===== src/rtl/pattern_serializer.sv =====
// pattern_serializer: bit-serial pattern transmitter for the sequence-detector labs.
//
// Captures Pattern[Length-1:0] on Start while idle and shifts it out MSB-first on w,
// one bit per clock. The pattern is sent Repeat+1 times back to back, then Done
// pulses for one cycle. Length above MAX_LEN is clamped, and Length=0 is ignored.
//
// Optional feature macro: SERIAL_PARITY_EN. When it is defined, every repetition is
// followed by one PARITY cycle that carries the even-parity bit of the sent field.
//
// Ports:
//   Clock     in   system clock, rising edge
//   Reset     in   asynchronous active-high reset
//   Start     in   transmit request, honoured only in IDLE
//   Pattern   in   [MAX_LEN] bits to send; active field Pattern[Length-1:0]
//   Length    in   [LEN_W] number of bits to send
//   Repeat    in   [4] extra repetitions (total sends = Repeat+1)
//   w         out  serial data; 0 whenever Valid=0
//   Valid     out  w carries a pattern or parity bit
//   Busy      out  not in IDLE
//   Done      out  one-cycle completion pulse
//   CurState  out  [2] state encoding (IDLE=0, SHIFT=1, PARITY=2, DONE=3)
module pattern_serializer #(
    parameter int unsigned MAX_LEN = 8,
    parameter int unsigned LEN_W   = 4
) (
    input  logic               Clock,
    input  logic               Reset,
    input  logic               Start,
    input  logic [MAX_LEN-1:0] Pattern,
    input  logic [LEN_W-1:0]   Length,
    input  logic [3:0]         Repeat,
    output logic               w,
    output logic               Valid,
    output logic               Busy,
    output logic               Done,
    output logic [1:0]         CurState
);

    localparam int unsigned      REP_W     = 4;
    localparam logic [LEN_W-1:0] MAX_LEN_L = LEN_W'(MAX_LEN);

    typedef enum logic [1:0] {
        ST_IDLE   = 2'd0,
        ST_SHIFT  = 2'd1,
        ST_PARITY = 2'd2,
        ST_DONE   = 2'd3
    } state_t;

    state_t             state_q, state_d;
    logic [MAX_LEN-1:0] shreg_q, shreg_d;   // current bit always at the MSB
    logic [MAX_LEN-1:0] cap_q,   cap_d;     // left-aligned copy used to reload repeats
    logic [LEN_W-1:0]   cnt_q,   cnt_d;     // bits still to emit, including the current one
    logic [LEN_W-1:0]   len_q,   len_d;
    logic [REP_W-1:0]   rep_q,   rep_d;

    logic               w_d, valid_d, busy_d, done_d;

    logic [LEN_W-1:0]   len_eff;
    logic [MAX_LEN-1:0] aligned;

    // Clamp the length and left-align the active field so the MSB is always sent first.
    always_comb begin
        len_eff = (Length > MAX_LEN_L) ? MAX_LEN_L : Length;
        aligned = Pattern << (MAX_LEN_L - len_eff);
    end

    // Next-state, datapath and next-output logic.
    always_comb begin
        state_d = state_q;
        shreg_d = shreg_q;
        cap_d   = cap_q;
        cnt_d   = cnt_q;
        len_d   = len_q;
        rep_d   = rep_q;

        case (state_q)
            ST_IDLE: begin
                if (Start && (Length != '0)) begin
                    cap_d   = aligned;
                    shreg_d = aligned;
                    cnt_d   = len_eff;
                    len_d   = len_eff;
                    rep_d   = Repeat;
                    state_d = ST_SHIFT;
                end
            end
            ST_SHIFT: begin
                shreg_d = shreg_q << 1;
                cnt_d   = cnt_q - LEN_W'(1);
                if (cnt_q == LEN_W'(1)) begin
`ifdef SERIAL_PARITY_EN
                    state_d = ST_PARITY;
`else
                    if (rep_q != '0) begin
                        // Reload in the same edge so repetitions run gap-free.
                        rep_d   = rep_q - REP_W'(1);
                        cnt_d   = len_q;
                        shreg_d = cap_q;
                    end else begin
                        state_d = ST_DONE;
                    end
`endif
                end
            end
            ST_PARITY: begin
                if (rep_q != '0) begin
                    rep_d   = rep_q - REP_W'(1);
                    cnt_d   = len_q;
                    shreg_d = cap_q;
                    state_d = ST_SHIFT;
                end else begin
                    state_d = ST_DONE;
                end
            end
            ST_DONE: begin
                state_d = ST_IDLE;
            end
            default: begin
                state_d = ST_IDLE;
            end
        endcase

        // Outputs are computed from the next state and registered alongside it.
        // Bits below the active field are zero after alignment, so XOR of the whole
        // captured copy is the parity of the sent bits.
        w_d     = 1'b0;
        valid_d = 1'b0;
        if (state_d == ST_SHIFT) begin
            w_d     = shreg_d[MAX_LEN-1];
            valid_d = 1'b1;
        end else if (state_d == ST_PARITY) begin
            w_d     = ^cap_d;
            valid_d = 1'b1;
        end
        busy_d = (state_d != ST_IDLE);
        done_d = (state_d == ST_DONE);
    end

    // State, datapath and output registers.
    always_ff @(posedge Clock or posedge Reset) begin
        if (Reset) begin
            state_q <= ST_IDLE;
            shreg_q <= '0;
            cap_q   <= '0;
            cnt_q   <= '0;
            len_q   <= '0;
            rep_q   <= '0;
            w       <= 1'b0;
            Valid   <= 1'b0;
            Busy    <= 1'b0;
            Done    <= 1'b0;
        end else begin
            state_q <= state_d;
            shreg_q <= shreg_d;
            cap_q   <= cap_d;
            cnt_q   <= cnt_d;
            len_q   <= len_d;
            rep_q   <= rep_d;
            w       <= w_d;
            Valid   <= valid_d;
            Busy    <= busy_d;
            Done    <= done_d;
        end
    end

    assign CurState = state_q;

endmodule


===== config.mk =====
export PLATFORM = sky130hd
export DESIGN_NAME = pattern_serializer
export DESIGN_NICKNAME = d
export VERILOG_FILES = /design/src/rtl/pattern_serializer.sv
export SDC_FILE = /design/constraint.sdc
export NUM_CORES = 1
export LEC_CHECK = 0
export BUFFER_PORTS_ARGS = -buffer_cell sky130_fd_sc_hd__buf_2
export CORE_AREA = 2 2 87 64
export DETAILED_ROUTE_END_ITERATION = 7
export DIE_AREA = 0 0 89 66
export MAX_ROUTING_LAYER = met4
export PLACE_DENSITY_LB_ADDON = 0.12
export SLEW_MARGIN = 20
export SYNTH_ARGS = -nofsm -noshare
export SYNTH_HDL_FRONTEND = slang
export SYNTH_SLANG_ARGS = --single-unit

===== constraint.sdc =====
create_clock -name Clock -period 3 [get_ports Clock]
set_clock_uncertainty 0.05 [all_clocks]
set_input_delay 0.3 -clock Clock [delete_from_list [all_inputs] [get_ports Clock]]
set_output_delay 0.3 -clock Clock [all_outputs]
set_load 0.01 [all_outputs]

=== After elaboration in Yosys (flattened, before gate mapping) ===
Index checks and enable logic that the tools add are counted.

* Input port bits: 19
* Register bits: 34
* Logic and storage cells: 62

* Multiplexer cells: 26
* Reductions and logical operators: 10
* Order comparisons: 1
* $add $sub $neg: 3
* Equal/unequal tests: 10
* Shift-type cells: 1

{| class="wikitable"
|+ Operator list
! cell !! number
|-
| 8-bit 2-to-1 mux || 6
|-
| 4-bit 2-to-1 mux || 8
|-
| 4-bit case mux with 3 select lines || 2
|-
| 8-bit case mux with 3 select lines || 1
|-
| 2-bit == test, second input constant || 4
|-
| 2-bit 2-to-1 mux || 4
|-
| 2-bit case mux with 4 select lines || 1
|-
| 4-bit nonzero test || 2
|-
| 8-bit parity || 1
|-
| 8-bit by 4-bit << shifter with 8-bit output || 1
|-
| 4-bit by 1-bit subtractor with 4-bit output, second input constant || 2
|-
| 2-bit inequality test, second input constant || 3
|-
| 3-bit AND reduction || 2
|-
| 2-bit by 1-bit == test with 1-bit output, second input constant || 2
|-
| 4-bit by 1-bit == test with 1-bit output, second input constant || 1
|-
| 4-bit > comparator, second input constant || 1
|-
| 1-bit 2-to-1 mux || 4
|-
| 4-bit subtractor, first input constant || 1
|-
| 3-bit nonzero test || 1
|-
| 2-bit logical NOT || 1
|-
| 2-bit AND reduction || 1
|-
| 2-bit nonzero test || 1
|-
| 1-bit logical AND || 1
|}

=== Depth between registers and ports, before layout ===
* Word-level depth: 9
* Gate-level depth with buffers: 14
* Mapped depth without buffers: 11

=== Worst setup path before layout ===
No wires, ideal clock.

* Kind: input port to flip-flop
* Start: input port Length[0]
* End: register w
* Path buffers: 3
* Setup slack: 0.243 ns
* Data arrival time: 2.586 ns
* Stages: 14
* Cell sequence: nor2b_1 buf_4 inv_2 buf_2 ha_1 buf_4 mux2i_1 mux2_4 o22ai_1 xnor2_1 o21ai_0 xor2_1 xnor2_1 a22o_1

* Word-level cells in the longest chain between the ends: 9

{| class="wikitable"
|+ Ends and longest elaborated chain
! element !! RTL line !! RTL
|-
| start, declared || 30 || <nowiki>input logic [LEN_W-1:0] Length,</nowiki>
|-
| 4-bit > comparator || 63 || <nowiki>len_eff = (Length > MAX_LEN_L) ? MAX_LEN_L : Length;</nowiki>
|-
| 4-bit 2-to-1 mux || 63 ||
|-
| 4-bit subtractor || 64 || <nowiki>aligned = Pattern << (MAX_LEN_L - len_eff);</nowiki>
|-
| 8-bit by 4-bit << shifter with 8-bit output || 64 ||
|-
| 8-bit 2-to-1 mux || 78 || <nowiki>if (Start && (Length != '0)) begin</nowiki>
|-
| 8-bit 2-to-1 mux || 76 || <nowiki>case (state_q)</nowiki>
|-
| 8-bit parity || 132 || <nowiki>w_d = ^cap_d;</nowiki>
|-
| 1-bit 2-to-1 mux || 131 || <nowiki>end else if (state_d == ST_PARITY) begin</nowiki>
|-
| 1-bit 2-to-1 mux (*) || 128 || <nowiki>if (state_d == ST_SHIFT) begin</nowiki>
|-
| net w_d || 56 || <nowiki>logic w_d, valid_d, busy_d, done_d;</nowiki>
|-
| end signal, assigned || 159 || <nowiki>w <= w_d;</nowiki>
|-
| end, declared || 32 || <nowiki>output logic w,</nowiki>
|}

The timed path passes the listed nets; every way through them passes the cells marked *. The select of a mux whose other input is x is not followed.
A chain may end at the register's enable or synchronous reset.

=== Worst setup path in the final report ===
* Start: input port Length[3]
* End: register w

Same word-level chain as after synthesis.

==> reports/metrics.cfg <==
[drt]
wirelength_microns = 5090
initialDrtViolationCount = 145
dr.pass1.iters = 4
route.detailed.drc = 0
ant_nets = 0
wire_per_inst_microns = 14.9
vias_per_cell = 5.27
vias = 1796

[worst_hold_path]
hold_path.class = primary input to async pin

[placement]
port_buffers = 24
gp_congestion = 0.827
hpwl_microns = 3750
dpl_cell_area_sq_um = 2470

[timing]
post-route-min-period_ps = 2510
slew_violations = 0
slew-limit-headroom = 0.588
worstMarginPinSlew_ps = 618
hold_viol = 0
grt_setup_unrepaired = no
fin_crit_sh = 0.836
final.setup.tns_ps = 0
setup_viol = 0
max_clock_freq_mhz = 399

[cells_and_area]
final_cell_area_sq_um = 2580
drive_gt1_frac = 0.190
area_growth_pct = 15.3
antennaDiodeCount = 0
fin_nets = 301
fill_cells = 509

[grt]
gr-total-overflow = 0
grt_first_pass_wirelength_microns = 8700
grt_pass1_vias = 1679
grt_util_all_layers = 0.205
grt_max_degree = 35
antenna_found_initial = 0

[pwr]
power.leakage_nw = 1.27
power_density_nw_per_um2 = 1010
ir_worst_vdd_uv = 458

[clocking]
ctsHoldBuffers = 0
cts_tree = done
clock_path_buffers = 2
clockRootBuffer = clkbuf_8
htreeDepth = 2
cts_inserted_buffers = 5
clock_latency_ps = 290
clk_pin_slew_ps = 70
cts-resized-gates = 0
clock_sinks = 34
post_cts_buffers = 0

[die]
die_h_microns = 66
fp.coreArea_sq_um = 5060
die_area_sq_um = 5870
pin_count = 25
num_rows = 22
initial_utilization = 0.442
die-width_microns = 89

[run]
maxCapViolations = 0

[synth]
yosysTopAreaCell = dfrtp_1
netlist_instances = 238
synth_cell_types = 46
syn_nets = 270
synth_top_area_share = 0.380
synthTopCellsByCount = dfrtp_1, nand2_1, o21ai_0, inv_1, ha_1
syn_avg_cell_area_sq_um = 9.42
ys_seq_area_frac = 0.380
synth.area.top_cells = dfrtp_1, ha_1, nand2_1
synth_edf_count = 0
synthArstFlopShare = 1.00
synth_warnings = 0
ys.flop_type = dfrtp_1
ys_seq_elements = 34
syn_area_sq_um = 2240

[setup_path]
arrival_ps = 2630
crit_family = compound AO/OA/AOI/OAI gates
path_max_fanout = 10
cp-end-kind = flip-flop
crit_chain = buf_2, nand2b_1, ha_1, buf_4, mux2i_1, mux2_4, o22ai_1, xnor2_1, o21ai_0, xor2_1, xnor2_1, a22o_1
crit_top_cell = xnor2_1
cp_slowest_cell = ha_1
crit_required_ps = 3120
path_class = primary input to flip-flop
cp_num_buf_inv = 2
setup.worst_path.start_class = primary input
max_stage_delay_ps = 350

[run_status]
status = completed

[power breakdown]
part | leakage (nW) | total [mW] | internal, mW | switching (mW)
Clock | 0.0573 | 0.435 | 0.266 | 0.169
Sequential | 0.434 | 0.812 | 0.656 | 0.155
Combinational | 0.777 | 1.35 | 0.597 | 0.754
[tightest hold or removal path: stages]
cell and delay [ps]:
buf_2 90, inv_1 40, buf_4 390
[metrics by stage]
stage	worst slack, ps	total power, mW	hold WS, ps	cells	util
finish	491	2.60	46.2	341	0.510
global route	324	2.84	112	341	0.510
CTS	504	2.61	62.0	341	0.510
detailed placement	201	2.16	376	334	0.488
global placement	237	2.16	377	334	0.488
floorplan	243	1.83	392	238	-
[state kept, by name (all words and copies together) (netlist names)]
name,count
len_q,4
cnt_q,4
w,1
cap_q,8
Done,1
CurState,2
rep_q,4
Busy,1
shreg_q,8
Valid,1
[placed cells by master (no fill, tap or decap), types with 2 or more instances in the layout]
master     n
buf_2     24
a32o_1     3
nand3_1    3
a21o_1     8
inv_1     14
nor2b_1    4
a221o_1    4
xnor2_1    8
buf_4      8
o21ai_0   16
nor3_1     5
and2_1     3
mux2i_1   12
nand2_1   34
nand2b_1   4
a311oi_1   2
clkbuf_8   6
ha_1      13
xor2_1     4
a22oi_1    5
a22o_1     8
o21bai_1   2
o22ai_1    4
o211ai_1   2
a21oi_1    8
dfrtp_1   34
nor2_1    12
[metal layers]
metal  vias up  track usage  wire length [microns]
li1        911            -                      -
met1       831        0.324                   2820
met2        49        0.253                   1920
met3         5       0.0362                    284
met4         0       0.0784                     74
met5         -            -                      0
[final timing paths]
kind | from | endpoint | slack (ps) | cells after the start
max | Length[3] | w | 490 | 12
min | Reset | shreg_q[3] | 50 | 3
max reg2reg | CurState[0] | w | 650 | 9
min reg2reg | len_q[0] | len_q[0] | 440 | 2
max in group asynchronous | Reset | cap_q[0] | 2520 | 3
min in group Clock | Repeat[3] | rep_q[3] | 240 | 3
[logic make-up after synthesis]
logic type / Yosys count / synth area share
adders and majority gates: 13 / 0.0726
AOI/OAI and AO/OA: 69 / 0.229
buffers and inverters: 23 / 0.0430
xor gates and xnor gates: 13 / 0.0592
and+or+nand+nor: 72 / 0.151
DFF: 34 / 0.380
muxes: 14 / 0.0653
[final cells by class]
| cell class | instances | area (sq um) | area share |
|---|---|---|---|
| Tap cell | 72 | 90.1 | 0.0349 |
| Inverter | 15 | 56.3 | 0.0218 |
| Clock inverter | 1 | 30.0 | 0.0116 |
| Sequential cell | 34 | 851 | 0.329 |
| Timing Repair Buffer | 32 | 180 | 0.0697 |
| Clock buffer | 6 | 82.6 | 0.0320 |
| Multi-Input combinational cell | 181 | 1290 | 0.501 |
No activity file was read; power rests on OpenSTA's default activity.
